[config.mk]
export PLATFORM = sky130hd
export DESIGN_NAME = reg_write_port
export DESIGN_NICKNAME = d
export VERILOG_FILES = /design/src/rtl/reg_write_port.sv
export SDC_FILE = /design/constraint.sdc
export NUM_CORES = 1
export LEC_CHECK = 0
export ABC_AREA = 0
export BUFFER_PORTS_ARGS = -buffer_cell sky130_fd_sc_hd__buf_2
export CORE_MARGIN = 1.5
export CORE_UTILIZATION = 55
export CTS_CLUSTER_DIAMETER = 150
export DETAILED_ROUTE_END_ITERATION = 16
export HOLD_SLACK_MARGIN = 0.1
export PLACE_DENSITY = 0.78
export SLEW_MARGIN = 40
export SYNTH_ARGS = -nofsm -noshare
export SYNTH_HDL_FRONTEND = slang
export SYNTH_SLANG_ARGS = --single-unit
[constraint.sdc]
create_clock -name clk -period 2.9 [get_ports clk]
set_clock_uncertainty 0.15 [all_clocks]
set_input_delay 0.58 -clock clk [delete_from_list [all_inputs] [get_ports clk]]
set_output_delay 0.58 -clock clk [all_outputs]
set_load 0.03 [all_outputs]
[src/rtl/reg_write_port.sv]
// Write-side port controller for the 16 x 16-bit register file.
// Buffers write-back requests in a small in-order queue and drains one per cycle
// as a registered one-hot wordline strobe. Exposes a pending-write mask and a
// newest-value lookup so the decode stage can detect hazards and bypass.
module reg_write_port #(
  parameter int unsigned DATA_W = 16,
  parameter int unsigned DEPTH  = 2
) (
  input  logic              clk,
  input  logic              rst,
  input  logic              wr_req_valid,
  output logic              wr_req_ready,
  input  logic [3:0]        wr_req_reg,
  input  logic [DATA_W-1:0] wr_req_data,
  input  logic              stall,
  output logic              WriteEnable,
  output logic [15:0]       WriteWordline,
  output logic [DATA_W-1:0] WriteData,
  output logic [15:0]       pend_mask,
  input  logic [3:0]        lookup_reg,
  output logic              lookup_hit,
  output logic [DATA_W-1:0] lookup_data
);

  localparam int unsigned PTR_W = $clog2(DEPTH);
  localparam int unsigned CNT_W = PTR_W + 1;

  logic [3:0]        q_reg  [DEPTH];
  logic [DATA_W-1:0] q_data [DEPTH];
  logic [PTR_W-1:0]  rd_ptr_q, wr_ptr_q;
  logic [CNT_W-1:0]  count_q;
  logic              accept, push, pop;
  logic [PTR_W-1:0]  idx;

  // Ready ignores stall and any same-cycle pop so it never forms a comb path
  assign wr_req_ready = !rst && (count_q < CNT_W'(DEPTH));
  assign accept       = wr_req_valid && wr_req_ready;
  // Register 0 is hard-wired zero: acknowledge but drop the request
  assign push         = accept && (wr_req_reg != 4'd0);
  assign pop          = (count_q != '0) && !stall;

  // Queue storage; entries beyond count are never read, so no reset is needed
  always_ff @(posedge clk) begin
    if (push) begin
      q_reg[wr_ptr_q]  <= wr_req_reg;
      q_data[wr_ptr_q] <= wr_req_data;
    end
  end

  // Pointers, occupancy and the registered drive stage
  always_ff @(posedge clk) begin
    if (rst) begin
      rd_ptr_q      <= '0;
      wr_ptr_q      <= '0;
      count_q       <= '0;
      WriteEnable   <= 1'b0;
      WriteWordline <= '0;
      WriteData     <= '0;
    end else begin
      if (push) begin
        wr_ptr_q <= wr_ptr_q + PTR_W'(1);
      end
      if (pop) begin
        rd_ptr_q      <= rd_ptr_q + PTR_W'(1);
        WriteEnable   <= 1'b1;
        WriteWordline <= 16'h0001 << q_reg[rd_ptr_q];
        WriteData     <= q_data[rd_ptr_q];
      end else begin
        // WriteData deliberately holds its last value
        WriteEnable   <= 1'b0;
        WriteWordline <= '0;
      end
      case ({push, pop})
        2'b10:   count_q <= count_q + CNT_W'(1);
        2'b01:   count_q <= count_q - CNT_W'(1);
        default: count_q <= count_q;
      endcase
    end
  end

  // Pending mask and bypass lookup; walking oldest to newest lets the newest match win,
  // and the drive stage is seeded first so any queued match overrides it
  always_comb begin
    pend_mask   = WriteEnable ? WriteWordline : '0;
    lookup_hit  = 1'b0;
    lookup_data = '0;
    idx         = '0;
    if (WriteEnable && WriteWordline[lookup_reg]) begin
      lookup_hit  = 1'b1;
      lookup_data = WriteData;
    end
    for (int unsigned i = 0; i < DEPTH; i++) begin
      idx = rd_ptr_q + PTR_W'(i);
      if (CNT_W'(i) < count_q) begin
        pend_mask[q_reg[idx]] = 1'b1;
        if (q_reg[idx] == lookup_reg) begin
          lookup_hit  = 1'b1;
          lookup_data = q_data[idx];
        end
      end
    end
    if (lookup_reg == 4'd0) begin
      lookup_hit  = 1'b0;
      lookup_data = '0;
    end
  end

endmodule

==> reports/results.tsv <==
metric	value	unit
status	finished with violations	
failed_checks	setup timing	
synth_area_per_cell	10.42	um2
clk_pin_slew	0.10	ns
relSlewSlack	58.35	%
leakage	2.282	nW
finalCritPeriodShare	115.9	%
critPathKind	reg2out	
hold_start	wr_req_data[14]	
preCtsSetupSlack	-0.3770	ns
die_x	91.80	um
arrival	2.63	ns
ff_latch_area	1973	um2
cts_root_buffer	clkbuf_8	
grt_setup_unrepaired	true	
synth_area_leader_cell	edfxtp_1	
cp-end-kind	primary output	
max_freq	297.5	MHz
r2r_slack	0.89	ns
viasPerCell	6.875	
synth_ff_type	edfxtp_1	
grt_pass1_wl	23630	um
core_area	7687	um2
reg_top3	q_data (32), WriteData (16), WriteWordline (16)	
crit_end	lookup_data[8]	
cap_violations	0	
ys_top_cells_by_area	edfxtp_1, dfxtp_1, mux2_2	
drv_slew	0	
syn_to_final_growth	49.37	%
clock_latency	0.37	ns
grt-ovfl-total	0	
fin_hold_ws	0.2409	ns
tns	-6.450	ns
final.fill_count	386	
grt_pass1_vias	4364	
start_kind	flip-flop	
grt_use_total	36.83	%
drc	0	
cts.path.max_buffers	2	
hpwl	8943	um
cts_buffers	9	
final_common_cell	buf_2	
globalplace.congestion	0.9385	
grt_start_max_net_pins	34	
r2r-end	WriteWordline[15]	
top_layer	met4	
detail-route-antenna-nets	0	
route.met3.wl	1797	um
finalSetupViolations	19	
dieHeight	91.80	um
nets	590	
final_core_util	84.26	%
worst-path-max-fanout	9	
drt_first_pass_iters	6	
multi_input_area	2864	um2
ios	95	
design_area	6477	um2
dieArea	8426	um2
synth_top_area_share	27.70	%
synth_nets	447	
met1_length	6023	um
hold_path_class	in2reg	
place_area	5364	um2
finalHoldViolCount	0	
period_minus_slack	3.361	ns
drive_gt1_share	52.48	%
ir_drop	0.4081	mV
postCtsHoldBufs	0	
htreeDepth	3	
regMostFlops	q_data	
setup.worst_path.start	q_reg[1][2]	
yosysWarnings	0	
synthesis.instances	416	
syn_area	4337	um2
synth-edff-count	40	
synthArstFlopShare	0	%
initial_core_util	56.41	%
yosysSeqAreaShare	45.24	%
cts_tree	built	
port_buffers	94	
largest_reg_flops	32	
r2r-start	count_q[0]	
worst_pin_slew	0.6247	ns
met2_length	7921	um
crit_required	2.17	ns
worstRegToRegCells	6	
wl	16480	um
clock_sinks	78	
power_density	700.9	nW/um2
first_iter_violations	510	
netlist-cell-type-count	51	
layout_common_cells	buf_2, buf_4, edfxtp_1	
num_vias	4579	
rows	32	
routedWlPerCell	24.75	um
ys_ff_latch	78	
antenna_found_initial	0	
layout_setup_ws	-0.4611	ns
diodes	0	
## worst min path at each step
stage / endpoint / slack, ns / depth (start not counted)
3_5_place_dp: WriteData[0] / 0.35 / 2
3_3_place_gp: WriteData[5] / 0.33 / 2
4_1_cts: q_data[0][14] / 0.25 / 1
5_1_grt: q_data[0][3] / 0.24 / 1
6_report: q_data[0][14] / 0.24 / 1
2_1_floorplan: count_q[1] / 0.35 / 2
## synth_stat cells, types with 5 or more instances
cell type and count:
a211oi_2 9, a21oi_1 20, nand2_1 37, o221ai_1 17, nand2b_1 9, buf_2 5, xor2_1 7, a22oi_1 18
nor2b_1 18, o221ai_2 9, inv_1 9, clkbuf_1 21, a211oi_1 8, nor3_1 8, dfxtp_1 38, nor2_1 33
xnor2_1 5, edfxtp_1 40, a2111oi_0 17, mux2i_1 5, o21ai_0 19, mux2_2 18
## repair_timing
item / CTS / global route
gates cloned: 2 / 1
pin swaps: 17 / 4
buffers inserted: 18 / 1
resized for setup: 122 / 30
endpoints found under the setup margin: 30 / 24
## logic make-up after synthesis
group	share of synthesized area, %
buffers and inverters	5.078
adders and majority gates	0.8656
xor gates and xnor gates	2.424
AOI/OAI and AO/OA	24.96
and+or+nand+nor	12.75
DFF	45.24
muxes	8.684
## layer usage
layer	track usage, %	vias to the layer above
met4	15.51	0
met5	0	-
li1	-	1881
met2	62.31	410
met3	5.804	83
met1	46.96	2205
## where the power goes
group / internal [W] / switching [W]
logic: 0.000805 / 0.00138
clock network: 0.000410 / 0.000473
registers: 0.00130 / 0.000167
total: 0.00252 / 0.00202
## layout make-up
class / instances / share of cell area, %
Clock inverter: 7 / 1.236
Sequential cell: 78 / 30.46
Inverter: 9 / 0.5215
Clock buffer: 9 / 1.912
Multi-Input combinational cell: 294 / 44.21
Timing Repair Buffer: 167 / 19.68
Tap cell: 102 / 1.970
## stage by stage
step | total power, W | cells
after global routing | 0.004684 | 666
after detailed placement | 0.003051 | 629
after global placement | 0.003005 | 629
after floorplan | 0.002544 | 416
after CTS | 0.004200 | 664
final | 0.004540 | 666
## worst max-delay path, stage by stage (launching register included)
cell	delay (ns)
edfxtp_1	0.49
mux2i_1	0.29
xor2_1	0.28
nand4_1	0.23
buf_6	0.24
a2111oi_4	0.32
buf_4	0.18
a211oi_4	0.04
buf_2	0.19
Note: power is estimated with default switching activity, not from simulation.
